===== src/rtl/reg_cmd_ctrl.sv =====
// reg_cmd_ctrl: byte-command front end for a small register file.
//   0xAA addr dlo dhi -> one-cycle register write
//   0xBB addr         -> one-cycle register read, result sent back as lo then hi byte
// Optional inter-byte timeout in the argument-wait states: define REG_CMD_TIMEOUT_EN.
module reg_cmd_ctrl #(
   parameter int WIDTH   = 16,
   parameter int DEPTH   = 8,
   parameter int AddrW   = 3,
   parameter int TIMEOUT = 255
) (
   input  logic             CLK,
   input  logic             RST,
   input  logic [7:0]       RX_P_DATA,
   input  logic             RX_D_VLD,
   input  logic [WIDTH-1:0] RdData,
   input  logic             TX_BUSY,
   output logic             WrEn,
   output logic             RdEn,
   output logic [AddrW-1:0] Address,
   output logic [WIDTH-1:0] WrData,
   output logic [7:0]       TX_P_DATA,
   output logic             TX_D_VLD,
   output logic             ERR,
   output logic             CTRL_BUSY
);

   // Byte-lane slicing below assumes a 16-bit register and an address that fits in one byte.
   if (WIDTH != 16 || AddrW >= 8 || DEPTH > (1 << AddrW) || TIMEOUT < 1) begin : g_cfg_check
      $error("reg_cmd_ctrl: unsupported parameter set");
   end

   localparam logic [7:0] CMD_WR = 8'hAA;
   localparam logic [7:0] CMD_RD = 8'hBB;

   typedef enum logic [3:0] {
      IDLE, W_ADDR, W_DLO, W_DHI, WRITE, R_ADDR, READ, R_WAIT, TX_LO, TX_HI
   } state_t;

   state_t             state_q, state_d;
   logic [AddrW-1:0]   addr_q, addr_d;
   logic [WIDTH-1:0]   wdata_q, wdata_d;
   logic [WIDTH-1:0]   cap_q, cap_d;
   logic               err_q, err_d;
   logic               addr_bad;

`ifdef REG_CMD_TIMEOUT_EN
   localparam int TW = $clog2(TIMEOUT + 1);
   logic [TW-1:0]      tmo_q, tmo_d;
   logic               waiting;
`endif

   // Any address byte bit above the register-file range makes the command invalid.
   assign addr_bad = |(RX_P_DATA >> AddrW);

   // Next-state and datapath capture; strobes fall out of the state decode below.
   always_comb begin
      state_d = state_q;
      addr_d  = addr_q;
      wdata_d = wdata_q;
      cap_d   = cap_q;
      err_d   = 1'b0;
      unique case (state_q)
         IDLE: begin
            if (RX_D_VLD) begin
               if (RX_P_DATA == CMD_WR)      state_d = W_ADDR;
               else if (RX_P_DATA == CMD_RD) state_d = R_ADDR;
               else                          err_d   = 1'b1;
            end
         end
         W_ADDR, R_ADDR: begin
            if (RX_D_VLD) begin
               addr_d = RX_P_DATA[AddrW-1:0];
               if (addr_bad) begin
                  err_d   = 1'b1;
                  state_d = IDLE;
               end else begin
                  state_d = (state_q == W_ADDR) ? W_DLO : READ;
               end
            end
         end
         W_DLO: begin
            if (RX_D_VLD) begin
               wdata_d[7:0] = RX_P_DATA;
               state_d      = W_DHI;
            end
         end
         W_DHI: begin
            if (RX_D_VLD) begin
               wdata_d[15:8] = RX_P_DATA;
               state_d       = WRITE;
            end
         end
         WRITE:  state_d = IDLE;
         READ:   state_d = R_WAIT;
         // Register file answers one cycle after the read strobe.
         R_WAIT: begin
            cap_d   = RdData;
            state_d = TX_LO;
         end
         TX_LO:  if (!TX_BUSY) state_d = TX_HI;
         TX_HI:  if (!TX_BUSY) state_d = IDLE;
         default: state_d = IDLE;
      endcase

`ifdef REG_CMD_TIMEOUT_EN
      // Stalled argument phase: abandon the command once TIMEOUT idle cycles have passed.
      waiting = (state_q == W_ADDR) || (state_q == W_DLO) ||
                (state_q == W_DHI)  || (state_q == R_ADDR);
      tmo_d   = '0;
      if (waiting && !RX_D_VLD) begin
         if (tmo_q == TW'(TIMEOUT - 1)) begin
            err_d   = 1'b1;
            state_d = IDLE;
         end else begin
            tmo_d = tmo_q + 1'b1;
         end
      end
`endif
   end

   // State and capture registers; reset discards any partial command.
   always_ff @(posedge CLK) begin
      if (RST) begin
         state_q <= IDLE;
         addr_q  <= '0;
         wdata_q <= '0;
         cap_q   <= '0;
         err_q   <= 1'b0;
`ifdef REG_CMD_TIMEOUT_EN
         tmo_q   <= '0;
`endif
      end else begin
         state_q <= state_d;
         addr_q  <= addr_d;
         wdata_q <= wdata_d;
         cap_q   <= cap_d;
         err_q   <= err_d;
`ifdef REG_CMD_TIMEOUT_EN
         tmo_q   <= tmo_d;
`endif
      end
   end

   assign WrEn      = (state_q == WRITE);
   assign RdEn      = (state_q == READ);
   assign Address   = addr_q;
   assign WrData    = wdata_q;
   assign TX_D_VLD  = (state_q == TX_LO) || (state_q == TX_HI);
   assign TX_P_DATA = (state_q == TX_LO) ? cap_q[7:0]  :
                      (state_q == TX_HI) ? cap_q[15:8] : 8'h00;
   assign ERR       = err_q;
   assign CTRL_BUSY = (state_q != IDLE);

endmodule


===== config.mk =====
export PLATFORM = sky130hd
export DESIGN_NAME = reg_cmd_ctrl
export DESIGN_NICKNAME = d
export VERILOG_FILES = /design/src/rtl/reg_cmd_ctrl.sv
export SDC_FILE = /design/constraint.sdc
export NUM_CORES = 1
export LEC_CHECK = 0
export CAP_MARGIN = 0
export CORE_MARGIN = 2
export CORE_UTILIZATION = 49
export DETAILED_ROUTE_END_ITERATION = 7
export PLACE_DENSITY = 0.84
export SLEW_MARGIN = 15
export SYNTH_ARGS = -nofsm -noshare
export SYNTH_HDL_FRONTEND = slang
export SYNTH_SLANG_ARGS = --single-unit

===== constraint.sdc =====
create_clock -name CLK -period 2.5 [get_ports CLK]
set_clock_uncertainty 0.2 [all_clocks]
set_input_delay 0.5 -clock CLK [delete_from_list [all_inputs] [get_ports CLK]]
set_output_delay 0.5 -clock CLK [all_outputs]
set_load 0.03 [all_outputs]

Word-level counts from Yosys, hierarchy flattened
Cells that the tools add are included.
{"block": "totals", "regBits": 40, "output_inout_bits": 32, "inputBits": 28}
{"block": "op_classes", "reduce_logical": 9, "muxes": 19, "n_eq_ne": 18}
{"cell": "2-to-1 mux 4 bit", "n": 8}
{"cell": "case mux 4 bit (8 select lines)", "n": 1}
{"cell": "equality test 4 x 3 -> 1 bit (second input constant)", "n": 4}
{"cell": "equality test 8 bit (second input constant)", "n": 2}
{"cell": "2-to-1 mux 8 bit", "n": 2}
{"cell": "!= test 2 bit (second input constant)", "n": 6}
{"cell": "equality test 4 x 2 -> 1 bit (second input constant)", "n": 2}
{"cell": "equality test 4 bit (second input constant)", "n": 2}
{"cell": "AND reduction 7 bit", "n": 1}
{"cell": "2-to-1 mux 3 bit", "n": 2}
{"cell": "AND reduction 2 bit", "n": 3}
{"cell": "2-to-1 mux 1 bit", "n": 5}
{"cell": "OR reduction 5 bit", "n": 1}
{"cell": "equality test 4 x 1 -> 1 bit (second input constant)", "n": 1}
{"cell": "zero test 4 bit", "n": 1}
{"cell": "nonzero test 4 bit", "n": 1}
{"cell": "!= test 3 bit (second input constant)", "n": 1}
{"cell": "case mux 1 bit (2 select lines)", "n": 1}
{"cell": "OR reduction 2 bit", "n": 1}
{"cell": "logical OR 1 bit", "n": 1}

Longest topological paths before layout
{"block": "depth", "depth_word": 5, "mapped_depth": 8}

Worst setup path after synthesis
No wires, ideal clock.
{"block": "synth_path", "path_type": "register to output", "start": "register state_q[3]", "end": "output TX_P_DATA[0]", "stages_incl_launch_ff": 6, "setup_slack_ns": 0.381, "arrival_ns": 1.419, "path_cell_list": "dfxtp_1 buf_6 inv_4 or3_1 buf_6 nor2_1"}
{"block": "synth_via", "elab_chain_cells": 3, "elab_cells_between_ends": 4, "cone_classes": "eq/ne (2); mux (2)"}
{"item": "from (decl)", "line": "39", "rtl": "state_t state_q, state_d;"}
{"item": "from (signal assigned)", "line": "133", "rtl": "state_q <= state_d;"}
{"item": "equality test 4 bit", "line": "150", "rtl": "(state_q == TX_HI) ? cap_q[15:8] : 8'h00;"}
{"item": "2-to-1 mux 8 bit", "line": "150"}
{"item": "2-to-1 mux 8 bit *", "line": "149", "rtl": "assign TX_P_DATA = (state_q == TX_LO) ? cap_q[7:0] :"}
{"item": "to (decl)", "line": "21", "rtl": "output logic [7:0] TX_P_DATA,"}
Every way passes the cells marked *; elsewhere a longest branch is shown, timed or not.

Worst setup path in the final report
{"block": "layout_path", "start": "register state_q[1]", "end": "output TX_P_DATA[3]"}
Same word-level chain as after synthesis.

==> metrics.md <==
| Metric | Value |
|---|---|
| Pwr dens | `roughly 500 mW/mm²` |
| Fin. max-slew vios | `0` |
| Req. time, crit path | `roughly 1.8 ns` |
| Yosys Warn Count | `0` |
| Clk slew on worst S/H paths | `about 0.080 ns` |
| First-pass GRT wire length | `~7.1 mm` |
| Met2 track demand over resource | `0.3431` |
| Met3 Use GR | `0.07192` |
| Vias in the first global route | `about 1.6k` |
| R2R cell count | `5` |
| Synth Net Count | `about 240` |
| CTS tree | `done` |
| Antenna violations before repair | `0` |
| Hold Startpoint | `cap_q[10]$_SDFFE_PP0P_` |
| Hold Slack | `~0.26 ns` |
| Die area | `0.004295 mm²` |
| Util after Layout | `0.7095` |
| Initial DRC count | `about 130` |
| Largest net degree at the start of global routing | `18` |
| All-Layer GR Usage | `0.2177` |
| Cell taking the most area after synthesis | `dfxtp_1` |
| P_leak | `around 0.95 nW` |
| DR DRC count | `0` |
| Final #Nets | `roughly 300` |
| Worst setup EP type | `output port` |
| Reg2reg setup slack | `between 0.6 and 0.7 ns` |
| Top Ports | `60` |
| Total CTS buffers | `5` |
| Post-synth top flop | `dfxtp_1` |
| Fmax | `429.5 MHz` |
| Post-synth top area share | `0.4316` |
| Post-synth EDFFs | `0` |
| Status | `finished, final reports clean` |
| CP Launch Point | `state_q[1]$_SDFFE_PP0P_` |
| Chip Width | `~66 µm` |
| Hold_buf cts | `0` |
| Synth cell types | `42` |
| Maximum vdd drop | `0.0005251 V` |
| Sequential element share of the synthesized area | `0.4316` |
| Detailed Place HPWL | `around 3.0 mm` |
| Final Cycle Share | `0.9313` |
| Starting Density | `0.5068` |
| ANT cells | `0` |
| Final Non-Filler Cells | `between 300 and 400` |
| Clock Path Buffers | `2` |
| Post-synth top cells | `40 x dfxtp_1, 34 x nand2_1, 29 x nor2_1` |
| Leading post-synthesis cells by cell area | `dfxtp_1 43%, mux2i_1 15%, nand2_1 6.9%` |
| GRT met1 Usage | `0.2780` |
| Most used cell along the critical path | `buf_4` |
| Vias per cell | `a little over 5` |
| Chip height | `65.54 µm` |
| #FFs+latches synth | `40` |
| Most numerous cell in the Yosys netlist | `dfxtp_1` |
| Worst slew margin | `0.7104` |
| Setup Total Neg Slack | `0 ns` |
| Hold Path Depth | `2` |
| Final instance area | `approximately 0.0026 mm²` |
| Endpoints failing setup | `0` |
| Routed wire per std cell | `approximately 13 µm` |
| Final worst slack | `0.1716 ns` |
| Gate Count Post-Synth | `approximately 210` |
| CP arrival | `around 1.6 ns` |
| Crit path buffers/inverters | `2` |
| CTS root buf | `clkbuf_8` |
| Critical path cell sequence | `buf_4 -> or3_4 -> nor2_1 -> buf_4` |
| Congestion Overflow GR | `0` |
| DP Cell Count | `310` |
| Hold Path Class | `reg2reg` |
| Worst Tran Pin Value | `between 0.4 and 0.5 ns` |
| Total of max-cap violations | `0` |
| Core area | `~0.0037 mm²` |
| H-tree Lvls | `2` |
| Final Hold Vio Count | `0` |
| Synth Area per Inst | `around 9.0 µm²` |
| Worst r2r dst | `cap_q[0]$_SDFFE_PP0P_` |
| Post-layout minimum cycle time | `around 2.3 ns` |
| R2R Path Start | `state_q[3]$_SDFFE_PP0P_` |
| I/O Buffers | `59` |
| Worst Hold Path EP | `cap_q[10]$_SDFFE_PP0P_` |
| Slowest cell on the critical path | `or3_4` |
| Clock latency on the worst-skew pair | `around 0.3 ns` |
| Std-Cell Rows | `22` |
| TritonRoute pass-1 iters | `4` |
| Asr flop ratio synth | `0` |
| DP Area | `around 0.0025 mm²` |
| Overall power | `approximately 1.3 mW` |
| Final wirelength | `roughly 4.3 mm` |
| Worst setup SP type | `register` |
| Via count | `around 1.6k` |
| Busiest grt layer | `met2` |
| Area delta synth->final | `39.99%` |
| Layout cells sized above 1 | `0.1667` |
| RSZ-0062 raised after global routing | `no` |
| CP delay by family, top | `simple AND/OR/NAND/NOR gates` |
| Antenna Nets Post-Route | `0` |
| DP Worst Slack | `between 0.07 and 0.08 ns` |
| CP peak stage delay | `between 0.4 and 0.5 ns` |
| CTS sink count | `40` |
| Mapped Area | `between 0.0015 and 0.002 mm²` |
| Critical Path Fanout Max | `9` |
| CP Class | `reg2out` |
| GP Congestion | `slightly below 0.8` |
[worst reg2reg max path: cells and delay by family, from the launching register on]
family	cells	cell delay, ns
and+or+nand+nor	3	0.80
AOI/OAI and AO/OA	1	0.16
buffers and inverters	1	0.20
DFF	1	0.38
[flip-flops by register name, indices dropped and copies added, names as in the netlist]
signal	cells
WrData	16
ERR	1
cap_q	16
state_q	4
Address	3
[how the worst max path moves through the flow]
stage	end	slack (ns)	cells after the start
2_1_floorplan	TX_P_DATA[0]	0.38	5
3_3_place_gp	state_q[1]$_SDFFE_PP0P_	0.12	5
3_5_place_dp	state_q[1]$_SDFFE_PP0P_	0.07	5
4_1_cts	TX_P_DATA[3]	0.04	4
5_1_grt	TX_P_DATA[5]	0.09	4
6_report	TX_P_DATA[3]	0.17	4
[report_power, final]
group / leakage (nW) / total, mW / switching (mW) / internal, mW
registers: 0.323 / 0.648 / 0.00727 / 0.641
clock network: 0.0541 / 0.523 / 0.228 / 0.295
logic: 0.577 / 0.127 / 0.0581 / 0.0693
total: 0.954 / 1.30 / 0.293 / 1.01
[cells in the final DEF (no fill, tap or decap), types with 5 or more instances in the layout]
master	netlist	final
nor2_1	29	29
clkbuf_8	0	5
a21oi_1	18	18
nand2_1	34	34
nand2b_1	7	7
mux2i_1	28	28
buf_4	0	20
clkdlybuf4s50_1	0	47
dfxtp_1	40	38
[cell families after synthesis]
family          share of synthesized area
flops                              0.4316
mux                                0.1510
buf+inv                           0.05664
xor+xnor                         0.009442
compound gates                     0.1059
simple gates                       0.2455
[metal layers]
layer	share of wire	vias to the layer above
li1	-	824
met1	0.43	750
met2	0.48	48
met3	0.072	6
met4	0.015	0
met5	0	-
[repair_timing]
action | in CTS | in global routing
setup buffers | 0 | 0
endpoints found under the hold margin | 0 | 0
endpoints found under the setup margin | 2 | 9
gates resized for setup | 1 | 4
[area by class of cell]
cell class              count  area (µm²)
clock buffers               5       68.82
multi-input cells         149       954.7
well taps                  48       60.06
inverters                   4       22.52
repair buffers             69       645.6
flip-flops and latches     40       803.3
clock inverters             3       42.54
fillers                   290        1064
Note: power is estimated with default switching activity, not from simulation.
